--- src/rtl/frame_tile_sched_if.sv ---
// Handshake bundle between the tile scheduler, the frame memory read port and the 3x3 filter core.
// The master side is the scheduler; the slave side is the memory/datapath environment.
interface frame_tile_sched_if;
    logic       start;
    logic       busy;
    logic       mem_req;
    logic [8:0] mem_row;
    logic [9:0] mem_col;
    logic       mem_gnt;
    logic [1:0] ld_sel;
    logic       dp_start;
    logic [5:0] dp_width;
    logic       dp_done;
    logic [8:0] out_row;
    logic [9:0] out_col;
    logic       frame_done;

    modport master (
        input  start, mem_gnt, dp_done,
        output busy, mem_req, mem_row, mem_col, ld_sel,
               dp_start, dp_width, out_row, out_col, frame_done
    );

    modport slave (
        output start, mem_gnt, dp_done,
        input  busy, mem_req, mem_row, mem_col, ld_sel,
               dp_start, dp_width, out_row, out_col, frame_done
    );
endinterface

--- src/rtl/frame_tile_sched.sv ---
// Walks the padded frame in TILE_W-wide output tiles: three row-segment reads per tile,
// then a datapath launch and a wait for completion before moving to the next tile.
module frame_tile_sched #(
    parameter int IMG_W  = 638,
    parameter int IMG_H  = 482,
    parameter int TILE_W = 36
) (
    input  logic                      clk,
    input  logic                      rst,
    frame_tile_sched_if.master        bus
);
    localparam int OUT_W = IMG_W - 2;
    localparam int OUT_H = IMG_H - 2;
    localparam int NT    = (OUT_W + TILE_W - 1) / TILE_W;
    localparam int TC_W  = $clog2(NT);
    localparam int RC_W  = $clog2(OUT_H);

    localparam logic [TC_W-1:0] TC_LAST = TC_W'(NT - 1);
    localparam logic [RC_W-1:0] RC_LAST = RC_W'(OUT_H - 1);
    localparam logic [5:0]      W_FULL  = 6'(TILE_W);
    localparam logic [5:0]      W_LAST  = 6'(OUT_W - (NT - 1) * TILE_W);

    typedef enum logic [2:0] {
        S_IDLE,
        S_FETCH,
        S_FIRE,
        S_WAIT,
        S_ADV,
        S_DONE
    } state_t;

    state_t          state_q, state_d;
    logic [TC_W-1:0] tc_q, tc_d;
    logic [RC_W-1:0] rc_q, rc_d;
    logic [1:0]      fc_q, fc_d;
    logic [5:0]      dp_width_q, dp_width_d;

    logic last_tile;
    logic last_row;

    assign last_tile = (tc_q == TC_LAST);
    assign last_row  = (rc_q == RC_LAST);

    always_ff @(posedge clk) begin
        if (rst) begin
            state_q    <= S_IDLE;
            tc_q       <= '0;
            rc_q       <= '0;
            fc_q       <= '0;
            dp_width_q <= '0;
        end else begin
            state_q    <= state_d;
            tc_q       <= tc_d;
            rc_q       <= rc_d;
            fc_q       <= fc_d;
            dp_width_q <= dp_width_d;
        end
    end

    always_comb begin
        state_d    = state_q;
        tc_d       = tc_q;
        rc_d       = rc_q;
        fc_d       = fc_q;
        dp_width_d = dp_width_q;
        case (state_q)
            S_IDLE: begin
                dp_width_d = '0;
                if (bus.start) begin
                    tc_d    = '0;
                    rc_d    = '0;
                    fc_d    = '0;
                    state_d = S_FETCH;
                end
            end
            S_FETCH: begin
                dp_width_d = '0;
                if (bus.mem_gnt) begin
                    if (fc_q == 2'd2) begin
                        fc_d       = '0;
                        dp_width_d = last_tile ? W_LAST : W_FULL;
                        state_d    = S_FIRE;
                    end else begin
                        fc_d = fc_q + 2'd1;
                    end
                end
            end
            S_FIRE: state_d = S_WAIT;
            S_WAIT: begin
                if (bus.dp_done) state_d = S_ADV;
            end
            S_ADV: begin
                // Counters are cleared on the final tile so out_row never reads past the last row.
                if (last_tile && last_row) begin
                    tc_d    = '0;
                    rc_d    = '0;
                    state_d = S_DONE;
                end else if (!last_tile) begin
                    tc_d    = tc_q + TC_W'(1);
                    state_d = S_FETCH;
                end else begin
                    tc_d    = '0;
                    rc_d    = rc_q + RC_W'(1);
                    state_d = S_FETCH;
                end
            end
            S_DONE: begin
                dp_width_d = '0;
                state_d    = S_IDLE;
            end
            default: state_d = S_IDLE;
        endcase
    end

    always_comb begin
        bus.busy       = 1'b0;
        bus.mem_req    = 1'b0;
        bus.mem_row    = '0;
        bus.mem_col    = '0;
        bus.ld_sel     = '0;
        bus.dp_start   = 1'b0;
        bus.dp_width   = dp_width_q;
        bus.out_row    = '0;
        bus.out_col    = '0;
        bus.frame_done = 1'b0;
        if (state_q != S_IDLE) begin
            bus.busy    = 1'b1;
            bus.out_row = 9'(rc_q);
            bus.out_col = 10'(tc_q * TILE_W);
        end
        case (state_q)
            S_FETCH: begin
                bus.mem_req = 1'b1;
                bus.mem_row = 9'(rc_q) + 9'(fc_q);
                bus.mem_col = 10'(tc_q * TILE_W);
                bus.ld_sel  = fc_q;
            end
            S_FIRE:  bus.dp_start   = 1'b1;
            S_DONE:  bus.frame_done = 1'b1;
            default: ;
        endcase
    end
endmodule

--- src/flat_wrapper.sv ---
// flat-port wrapper written by rule: the top's interface ports become plain ports
module frame_tile_sched_flat 
#(
    parameter int IMG_W  = 638,
    parameter int IMG_H  = 482,
    parameter int TILE_W = 36
)
  (clk, rst, bus_start, bus_mem_gnt, bus_dp_done, bus_busy, bus_mem_req, bus_mem_row, bus_mem_col, bus_ld_sel, bus_dp_start, bus_dp_width, bus_out_row, bus_out_col, bus_frame_done);
  frame_tile_sched_if bus_i ();
  input  logic clk;
  input  logic rst;
  input wire logic [$bits(bus_i.start)-1:0] bus_start;
  input wire logic [$bits(bus_i.mem_gnt)-1:0] bus_mem_gnt;
  input wire logic [$bits(bus_i.dp_done)-1:0] bus_dp_done;
  output wire logic [$bits(bus_i.busy)-1:0] bus_busy;
  output wire logic [$bits(bus_i.mem_req)-1:0] bus_mem_req;
  output wire logic [$bits(bus_i.mem_row)-1:0] bus_mem_row;
  output wire logic [$bits(bus_i.mem_col)-1:0] bus_mem_col;
  output wire logic [$bits(bus_i.ld_sel)-1:0] bus_ld_sel;
  output wire logic [$bits(bus_i.dp_start)-1:0] bus_dp_start;
  output wire logic [$bits(bus_i.dp_width)-1:0] bus_dp_width;
  output wire logic [$bits(bus_i.out_row)-1:0] bus_out_row;
  output wire logic [$bits(bus_i.out_col)-1:0] bus_out_col;
  output wire logic [$bits(bus_i.frame_done)-1:0] bus_frame_done;
  assign bus_i.start = bus_start;
  assign bus_i.mem_gnt = bus_mem_gnt;
  assign bus_i.dp_done = bus_dp_done;
  assign bus_busy = bus_i.busy;
  assign bus_mem_req = bus_i.mem_req;
  assign bus_mem_row = bus_i.mem_row;
  assign bus_mem_col = bus_i.mem_col;
  assign bus_ld_sel = bus_i.ld_sel;
  assign bus_dp_start = bus_i.dp_start;
  assign bus_dp_width = bus_i.dp_width;
  assign bus_out_row = bus_i.out_row;
  assign bus_out_col = bus_i.out_col;
  assign bus_frame_done = bus_i.frame_done;
  frame_tile_sched #(.IMG_W(IMG_W), .IMG_H(IMG_H), .TILE_W(TILE_W)) u_core (.clk(clk), .rst(rst), .bus(bus_i));
endmodule
--- config.mk ---
export PLATFORM = sky130hd
export DESIGN_NAME = frame_tile_sched_flat
export DESIGN_NICKNAME = d
export VERILOG_FILES = /design/src/rtl/frame_tile_sched_if.sv /design/src/rtl/frame_tile_sched.sv /design/src/flat_wrapper.sv
export SDC_FILE = /design/constraint.sdc
export NUM_CORES = 1
export LEC_CHECK = 0
export BUFFER_PORTS_ARGS = -buffer_cell sky130_fd_sc_hd__buf_2
export CAP_MARGIN = 20
export CORE_UTILIZATION = 36
export DETAILED_ROUTE_END_ITERATION = 7
export GPL_TIMING_DRIVEN = 0
export SLEW_MARGIN = 20
export SYNTH_ARGS = -nofsm -noshare
export SYNTH_HDL_FRONTEND = slang
export SYNTH_SLANG_ARGS = --single-unit
--- constraint.sdc ---
create_clock -name clk -period 2.32 [get_ports clk]
set_clock_uncertainty 0.05 [all_clocks]
set_input_delay 0.464 -clock clk [delete_from_list [all_inputs] [get_ports clk]]
set_output_delay 0.464 -clock clk [all_outputs]
set_load 0.02 [all_outputs]
==> flow_metrics.env, run 1 <==
export IMPL_outcome="finished, violations left"
export IMPL_violations="design-rule violations"
export IMPL_ir_worst_vdd_mv=0.172
export IMPL_synth_area_leader_cell="dfxtp_1"
export IMPL_holdPathEnd="u_core.state_q[0]"
export IMPL_cts_buffer_depth=2
export IMPL_path_clk_slew_ps=80
export IMPL_hold_start="bus_dp_done"
export IMPL_yosysMostFrequentCell="nor2_1"
export IMPL_worstReg2RegStart="u_core.tc_q[1]"
export IMPL_drt_total_wl_um=4330
export IMPL_gr_total_overflow=0
export IMPL_synth_ff_type="dfxtp_1"
export IMPL_r2r_end="u_core.rc_q[0]"
export IMPL_nNetsFinal=297
export IMPL_port_buffers=47
export IMPL_synth_seq_area_share=0.249
export IMPL_core_rowCount=24
export IMPL_ys_ff_latch=21
export IMPL_grt_pass1_vias=1423
export IMPL_die_area_sq_um=4970
export IMPL_path_class="flip-flop to output pin"
export IMPL_busiest_layer="met2"
export IMPL_grt_use_total=0.175
export IMPL_cp_end_kind="output pin"
export IMPL_postRouteAntennaNets=0
export IMPL_drc=10
export IMPL_grt_pass1_wl_um=6900
export IMPL_syn_area_per_cell_sq_um=7.71
export IMPL_initial_core_util=0.380
export IMPL_antenna_found_initial=0
export IMPL_fp_dieW_um=70.5
export IMPL_reg2regPathDepth=7
export IMPL_slew_violations=0
export IMPL_drtIter0Drc=101
export IMPL_rsz0062_at_grt="yes"
export IMPL_relSlewSlack=0.627
export IMPL_drive_gt1_frac=0.364
export IMPL_ioPinCount=55
export IMPL_place_congestion=0.852
export IMPL_die_h_um=70.5
export IMPL_p_leak_nw=1.00
export IMPL_dpl_hpwl_um=3090
export IMPL_finalHoldWorstSlack_ps=444
export IMPL_wire_per_inst_um=13.0
export IMPL_cts_sinks=21
export IMPL_diodes=0
export IMPL_yosys_warnings=0
export IMPL_hold_buffers=0
export IMPL_globalRouteMet1Util=0.246
export IMPL_powerDensity_nw_per_um2=324
export IMPL_max_freq_mhz=434
export IMPL_cap_viol_max_count=0
export IMPL_syn_to_final_growth_pct=31.9
export IMPL_crit_fanout=2
export IMPL_grtUsageMet3=0.0188
export IMPL_worstSkewPairLatency_ps=270
export IMPL_yosys_top_cells_area="dfxtp_1, and2_1, ha_1"
export IMPL_cts_tree="done"
export IMPL_fin_crit_ps=2300
export IMPL_cts_root_buf="clkbuf_8"
export IMPL_hp_class="input port to flip-flop"
export IMPL_syn_area_sq_um=1690
export IMPL_r2r_slack_ps=220
export IMPL_grtUsageMet2=0.283
export IMPL_h_tree_depth=1
export IMPL_cts_buffers_inserted=3
export IMPL_viasPerCell=5.21
export IMPL_synth_edff_count=0
export IMPL_hold_viol=0
export IMPL_synth_async_sr_flop_share=0
export IMPL_setup_viol=0
export IMPL_synth_top_cell_area_share=0.249
export IMPL_worstHoldPathCells=3
export IMPL_power_mw=0.722
export IMPL_start_kind="flip-flop"
export IMPL_yosys_top_cells_count="nor2_1, and2_1, a21oi_1, dfxtp_1, nand2_1"
export IMPL_critPathArrivalTime_ps=1790
export IMPL_period_share=0.993
export IMPL_core_area_sq_um=4440
export IMPL_drt_pass1_iter_count=6
export IMPL_worst_pin_slew_ps=553
export IMPL_vias=1731
export IMPL_required_ps=1810
export IMPL_syn_inst=219
export IMPL_grt_max_degree=12
export IMPL_synth_cell_types=48
## repair_timing
action                                  in CTS  in global routing
endpoints found under the setup margin      36                 26
resized for setup                           28                 18
pin swaps                                    2                  4
buffers inserted                             4                  2
## metrics by stage
stage | cells | util | instance area (sq um) | setup slack (ps) | TNS (ps)
2_1_floorplan | 224 | - | 1710 | 149 | 0
3_3_place_gp | 323 | 0.452 | 2010 | -80.6 | -686
3_5_place_dp | 323 | 0.452 | 2010 | -75.6 | -651
4_1_cts | 331 | 0.487 | 2170 | 0.309 | 0
5_1_grt | 332 | 0.501 | 2230 | -35.2 | -161
6_report | 332 | 0.501 | 2230 | 15.9 | 0
## power breakdown
part	total, mW	internal (mW)	leakage [nW]	switching (mW)
sequential	0.365	0.360	0.176	0.00522
combinational	0.100	0.0371	0.802	0.0631
clock	0.257	0.123	0.0228	0.134
total	0.722	0.520	1.00	0.203
## worst max path at each step
stage,slack (ps),to,startpoint
after floorplan,150,bus_out_col[8],u_core.tc_q[4]
after global placement,-80,bus_out_col[4],u_core.state_q[1]
after detailed placement,-80,bus_out_row[6],u_core.state_q[1]
after CTS,0.3,bus_mem_col[7],u_core.tc_q[3]
after global routing,-40,bus_mem_col[7],u_core.tc_q[1]
final,20,bus_mem_col[7],u_core.tc_q[1]
## layout make-up
type,instances,area [sq um]
plain buffers,19,138
clock buffers,4,45.0
fillers,465,2220
inverters,5,21.3
multi-input cells,178,1210
flip-flops and latches,21,443
well taps,52,65.1
repair buffers,53,303
## routing by layer
layer	part of all wire	wire [um]
met5	0	0
met4	0.0062	27
met3	0.052	227
met2	0.46	1990
met1	0.48	2080
## logic make-up after synthesis
kind of cell	synth area share
AO/OA/AOI/OAI	0.156
XOR/XNOR	0.0467
adder cells (fa/ha/maj)	0.0904
buffers and inverters	0.0837
flip-flops	0.249
other	0.00222
AND/OR/NAND/NOR	0.372
## placed cells by master (no fill, tap or decap), drive strengths merged, types with 2 or more instances in the layout
cell and n:
or3 6, conb 6, nand2 12, nand4b 2, o2111ai 2, xor2 4, nand3b 3, o21ai 9
buf 68, a211oi 2, or3b 2, and3 4, nor2 25, a21oi 22, nor2b 2, nand3 8
fa 2, ha 9, clkbuf 8, xnor2 5, inv 5, and2 24, nand4 2, nor3 8
dfxtp 21, nor3b 2, or4 2
## worst max-delay path: stages (launching register included)
cell and delay, ps:
dfxtp_2 350, ha_4 240, ha_4 150, fa_2 530, and2_4 140, buf_6 100
## registers in the layout (all words and copies together) (netlist names)
register and flops:
u_core.tc_q 5, u_core.rc_q 9, u_core.state_q 3, u_core.fc_q 2
u_core.bus.dp_width 2
No activity file was read; power rests on OpenSTA's default activity.
==> run 2, diff against run 1 <==
--- a/config.mk
+++ b/config.mk
@@ -10,6 +10,7 @@
 export CORE_UTILIZATION = 36
 export DETAILED_ROUTE_END_ITERATION = 7
 export GPL_TIMING_DRIVEN = 0
+export RECOVER_POWER = 100
 export SLEW_MARGIN = 20
 export SYNTH_ARGS = -nofsm -noshare
 export SYNTH_HDL_FRONTEND = slang
==> run 2 against run 1 <==
The run still ends with design-rule violations left. Clock-buffer cell count stayed put. Sequential share of layout area grew 0.17 points. Maximum frequency is 0.37% lower. Wire length increased by 1.1%. Cell area shrank 0.84%. Final cell count is the same. Die area did not move. Sequential power hardly changed. Setup slack lost 8.6 ps. Worst hold slack lost 2.8 ps. Clock power about the same.
==> flow_metrics.env, run 2 (synthesis results as in run 1) <==
export IMPL_outcome="finished, violations left"
export IMPL_violations="design-rule violations"
export IMPL_n_fill_cell=464
export IMPL_cts_tree="done"
export IMPL_hold_viol=0
export IMPL_postRouteAntennaNets=0
export IMPL_critPathTopFamily="adder cells"
export IMPL_slew_violations=0
export IMPL_drc=10
export IMPL_cts_root_buf="clkbuf_8"
export IMPL_ir_worst_vdd_mv=0.173
export IMPL_cpMostUsedCell="ha_4"
export IMPL_start_kind="flip-flop"
export IMPL_initial_core_util=0.380
export IMPL_rsz0062_at_grt="yes"
export IMPL_power_mw=0.722
export IMPL_drtIter0Drc=91
export IMPL_grt_max_degree=12
export IMPL_globalRouteMet1Util=0.246
export IMPL_max_freq_mhz=432
export IMPL_cts_buffers_inserted=3
export IMPL_drive_gt1_frac=0.318
export IMPL_cp_end_kind="output pin"
export IMPL_busiest_layer="met2"
export IMPL_syn_to_final_growth_pct=30.7
export IMPL_vias=1740
export IMPL_cts_buffer_depth=2
export IMPL_die_h_um=70.5
export IMPL_die_area_sq_um=4970
export IMPL_stdcell_count=332
export IMPL_grt_use_total=0.175
export IMPL_grtUsageMet2=0.283
export IMPL_wire_per_inst_um=13.2
export IMPL_largest_register="u_core.rc_q"
export IMPL_r2r_slack_ps=150
export IMPL_final_cell_area_sq_um=2210
export IMPL_path_class="flip-flop to output pin"
export IMPL_hold_buffers=0
export IMPL_placed_cell_area_sq_um=2010
export IMPL_dp_cells=323
export IMPL_worstSkewPairLatency_ps=270
export IMPL_path_clk_slew_ps=90
export IMPL_critPathBufInv=1
export IMPL_dp_slack_ps=-75.6
export IMPL_diodes=0
export IMPL_fin_crit_ps=2310
export IMPL_cts_sinks=21
export IMPL_critPathArrivalTime_ps=1800
export IMPL_required_ps=1810
export IMPL_antenna_found_initial=0
export IMPL_largestRegisters="u_core.rc_q (9), u_core.tc_q (5), u_core.state_q (3)"
export IMPL_fp_dieW_um=70.5
export IMPL_period_share=0.997
export IMPL_dpl_hpwl_um=3090
export IMPL_mostFrequentLayoutCells="nor2_1, buf_2, and2_1"
export IMPL_h_tree_depth=1
export IMPL_core_rowCount=24
export IMPL_post_route_util=0.497
export IMPL_grtUsageMet3=0.0188
export IMPL_relSlewSlack=0.488
export IMPL_grt_pass1_vias=1423
export IMPL_gr_total_overflow=0
export IMPL_p_leak_nw=0.952
export IMPL_nNetsFinal=297
export IMPL_crit_fanout=2
export IMPL_core_area_sq_um=4440
export IMPL_grt_pass1_wl_um=6900
export IMPL_ioPinCount=55
export IMPL_max_stage_delay_ps=540
export IMPL_drt_pass1_iter_count=6
export IMPL_path_cells="ha_4 -> ha_4 -> fa_2 -> and2_4 -> buf_6"
export IMPL_powerDensity_nw_per_um2=327
export IMPL_port_buffers=47
export IMPL_slowest_stage="fa_2"
export IMPL_setup_viol=0
export IMPL_hp_class="input port to flip-flop"
export IMPL_place_congestion=0.852
export IMPL_drt_total_wl_um=4370
export IMPL_worst_pin_slew_ps=767
export IMPL_cap_viol_max_count=0
export IMPL_setup_slack_ps=7.35
export IMPL_largest_reg_flops=9
export IMPL_viasPerCell=5.24
==> run 2: cell types whose count changed in the layout (fill, tap and decap cells not counted) <==
cell and change:
and2_1 -1, buf_2 -19, buf_4 -1, a21oi_2 -1, clkbuf_1 +10, and2_0 +1, clkbuf_2 +10, inv_2 -1
a21oi_1 +1, inv_1 +1, and4bb_1 +1, and4bb_2 -1
==> run 2: layout make-up <==
cell class	instances	area, sq um	share of cell area
flip-flops and latches	21	443	0.201
plain buffers	19	138	0.0623
inverters	5	21.3	0.00963
repair buffers	53	288	0.130
well taps	52	65.1	0.0295
multi-input cells	178	1210	0.547
clock buffers	4	45.0	0.0204
==> run 2: timing repair <==
action	CTS	global route
buffers inserted	4	2
setup endpoints to repair	36	26
gates resized for setup	28	18
pin swaps	2	4
==> run 2: power by group <==
group          internal, mW  switching (mW)
logic                0.0360          0.0629
registers             0.360         0.00525
clock network         0.123           0.135
==> run 2: metrics by stage <==
stage / TNS (ps) / hold slack [ps]
after floorplan: 0 / 434
after global placement: -686 / 429
after detailed placement: -651 / 440
after CTS: 0 / 447
after global routing: -375 / 465
final: 0 / 441
==> run 2: final timing paths <==
| check | startpoint | to | cells past startpoint |
|---|---|---|---|
| max | u_core.tc_q[1] | bus_mem_col[7] | 5 |
| min | bus_dp_done | u_core.state_q[0] | 3 |
| max reg2reg | u_core.tc_q[1] | u_core.rc_q[3] | 7 |
| min reg2reg | u_core.bus.dp_width[4] | u_core.bus.dp_width[4] | 2 |
==> run 2: routing by layer <==
layer / wire [um] / vias to the layer above / share of wire
li1: - / 883 / -
met1: 2130 / 803 / 0.49
met2: 2020 / 50 / 0.46
met3: 178 / 4 / 0.041
met4: 46 / 0 / 0.011
met5: 0 / - / 0
==> run 2: worst register-to-register path, cell delays in order, from the launching register on <==
cell	delay, ps
dfxtp_2	370
buf_4	140
inv_1	70
ha_1	190
and4bb_1	280
a21oi_1	630
o21ai_0	220
a21oi_1	160
==> run 3, diff against run 2 <==
--- a/config.mk
+++ b/config.mk
@@ -5,11 +5,14 @@
 export SDC_FILE = /design/constraint.sdc
 export NUM_CORES = 1
 export LEC_CHECK = 0
+export ABC_AREA = 1
 export BUFFER_PORTS_ARGS = -buffer_cell sky130_fd_sc_hd__buf_2
 export CAP_MARGIN = 20
-export CORE_UTILIZATION = 36
+export CORE_UTILIZATION = 51
 export DETAILED_ROUTE_END_ITERATION = 7
 export GPL_TIMING_DRIVEN = 0
+export HOLD_SLACK_MARGIN = 0.03
+export PLACE_DENSITY = 0.8
 export RECOVER_POWER = 100
 export SLEW_MARGIN = 20
 export SYNTH_ARGS = -nofsm -noshare
==> run 3 against run 2 <==
The run ends with negative setup slack left. Highest routed layer unchanged. Sequential share of layout area decreased by 0.26 points. Setup slack got worse by 110 ps. Flip-flop and latch count unchanged. Core utilization increased by 22 points.
==> flow_metrics.env, run 3 <==
export IMPL_outcome="finished, violations left"
export IMPL_violations="negative setup slack"
export IMPL_slowest_stage="dfxtp_4"
export IMPL_port_buffers=48
export IMPL_hold_buffers=0
export IMPL_largest_reg_flops=9
export IMPL_yosys_top_cells_count="nor2_1, nand2_1, inv_1"
export IMPL_p_leak_nw=1.04
export IMPL_postRouteAntennaNets=0
export IMPL_finalSetupTns_ps=-352
export IMPL_synth_top_family_by_area="simple AND/OR/NAND/NOR gates"
export IMPL_n_fill_cell=288
export IMPL_ir_worst_vdd_mv=0.372
export IMPL_viasPerCell=5.07
export IMPL_synth_seq_area_share=0.246
export IMPL_cts_buffers_inserted=3
export IMPL_die_area_sq_um=3580
export IMPL_yosysMostFrequentCell="nor2_1"
export IMPL_fp_dieW_um=59.8
export IMPL_fin_crit_ps=2430
export IMPL_synth_cell_types=28
export IMPL_grt_max_degree=12
export IMPL_cts_tree="done"
export IMPL_die_h_um=59.8
export IMPL_vias=1957
export IMPL_post_route_util=0.719
export IMPL_worst_pin_slew_ps=562
export IMPL_syn_area_per_cell_sq_um=6.16
export IMPL_largestRegisters="u_core.rc_q (9), u_core.tc_q (5), u_core.state_q (3)"
export IMPL_dp_slack_ps=104
export IMPL_core_rowCount=20
export IMPL_synth_ff_type="dfxtp_1"
export IMPL_syn_inst=277
export IMPL_max_freq_mhz=412
export IMPL_rsz0062_at_grt="yes"
export IMPL_synth_async_sr_flop_share=0
export IMPL_critPathTopFamily="adder cells"
export IMPL_hp_class="input port to flip-flop"
export IMPL_hold_viol=0
export IMPL_core_area_sq_um=3100
export IMPL_slew_violations=0
export IMPL_period_share=1.05
export IMPL_yosys_top_cells_area="dfxtp_1, nor2_1, nand2_1"
export IMPL_mostFrequentLayoutCells="nand2_1, nor2_1, inv_1"
export IMPL_yosys_warnings=0
export IMPL_diodes=0
export IMPL_setup_viol=5
export IMPL_path_class="flip-flop to output pin"
export IMPL_cpMostUsedCell="ha_4"
export IMPL_h_tree_depth=1
export IMPL_worstSkewPairLatency_ps=310
export IMPL_drt_pass1_iter_count=4
export IMPL_synth_edff_count=0
export IMPL_required_ps=1810
export IMPL_start_kind="flip-flop"
export IMPL_power_mw=0.782
export IMPL_grt_pass1_vias=1750
export IMPL_critPathBufInv=1
export IMPL_synth_top_cell_area_share=0.246
export IMPL_synth_compound_area_frac=0.136
export IMPL_layout_commonest_cell="nand2_1"
export IMPL_crit_fanout=2
export IMPL_critPathArrivalTime_ps=1910
export IMPL_synth_area_leader_cell="dfxtp_1"
export IMPL_ys_ff_latch=21
export IMPL_cts_buffer_depth=2
export IMPL_yosys_area_share_simple=0.366
export IMPL_drtIter0Drc=109
export IMPL_relSlewSlack=0.626
export IMPL_max_stage_delay_ps=380
export IMPL_initial_core_util=0.550
export IMPL_dpl_hpwl_um=3270
export IMPL_synthAdderAreaFrac=0.0894
export IMPL_ioPinCount=55
export IMPL_path_clk_slew_ps=130
export IMPL_grt_use_total=0.285
export IMPL_path_cells="ha_4 -> ha_4 -> fa_2 -> xnor2_2 -> nor2_2 -> buf_6"
export IMPL_synthMuxAreaShare=0
export IMPL_drt_total_wl_um=4770
export IMPL_drc=0
export IMPL_drive_gt1_frac=0.284
export IMPL_cp_end_kind="output pin"
export IMPL_syn_to_final_growth_pct=30.7
export IMPL_place_congestion=0.865
export IMPL_wire_per_inst_um=12.4
export IMPL_nNetsFinal=359
export IMPL_synth_xor_area_share=0.0205
export IMPL_antenna_found_initial=0
export IMPL_syn_area_sq_um=1710
export IMPL_cts_root_buf="clkbuf_4"
export IMPL_setup_slack_ps=-106
export IMPL_largest_register="u_core.rc_q"
export IMPL_powerDensity_nw_per_um2=351
export IMPL_gr_total_overflow=0
export IMPL_cts_sinks=21
export IMPL_grt_pass1_wl_um=7620
export IMPL_cap_viol_max_count=0
## run 3: area by class of cell
| class | count | area, sq um | share of cell area |
|---|---|---|---|
| tap | 44 | 55.1 | 0.0247 |
| multi-input combinational | 207 | 1160 | 0.519 |
| clock buffer | 4 | 26.3 | 0.0118 |
| sequential | 21 | 442 | 0.198 |
| buffer | 15 | 97.6 | 0.0437 |
| timing repair buffer | 56 | 305 | 0.137 |
| inverter | 39 | 146 | 0.0656 |
## run 3: routing by layer
layer  global-route usage  share of wire
met3               0.0346          0.065
met5                    0              0
met4               0.0930          0.018
met1                0.366           0.43
met2                0.492           0.48
## run 3: path summary, 6_finish.rpt
check / from / endpoint / slack (ps) / cells past startpoint
max: u_core.tc_q[4] / bus_mem_col[8] / -110 / 6
min: rst / u_core.tc_q[2] / 370 / 4
max reg2reg: u_core.tc_q[1] / u_core.state_q[2] / 400 / 9
min reg2reg: u_core.bus.dp_width[2] / u_core.bus.dp_width[2] / 440 / 2
## run 3: where the power goes
group / switching [mW] / internal [mW] / leakage (nW) / total (mW)
clock network: 0.116 / 0.0672 / 0.0150 / 0.183
logic: 0.146 / 0.0744 / 0.846 / 0.221
registers: 0.0128 / 0.365 / 0.175 / 0.378
total: 0.275 / 0.507 / 1.04 / 0.782
## run 3: cells by family after synthesis
kind of cell / after synthesis
DFF: 21
xor gates and xnor gates: 4
buffers and inverters: 54
adders and majority gates: 11
AOI/OAI and AO/OA: 42
and+or+nand+nor: 144
other: 1
## run 3: repair_timing
item	4_1_cts	5_1_grt
setup endpoints to repair	11	26
buffers inserted	6	2
gates resized for setup	32	16
pin swaps	11	8
## run 3: worst reg2reg max path, stage by stage, from the launching register on
cell	delay, ps
dfxtp_4	370
clkbuf_1	130
inv_1	100
ha_1	150
nand2_1	70
nor2_1	270
nand3_1	300
o21ai_0	270
nand2_1	70
nor2_1	80
## run 3: stage by stage
| stage | area [sq um] | hold WS, ps | instances |
|---|---|---|---|
| 2_1_floorplan | 1730 | 403 | 282 |
| 3_3_place_gp | 2020 | 418 | 374 |
| 3_5_place_dp | 2020 | 423 | 374 |
| 4_1_cts | 2190 | 357 | 384 |
| 5_1_grt | 2230 | 395 | 386 |
| 6_report | 2230 | 369 | 386 |
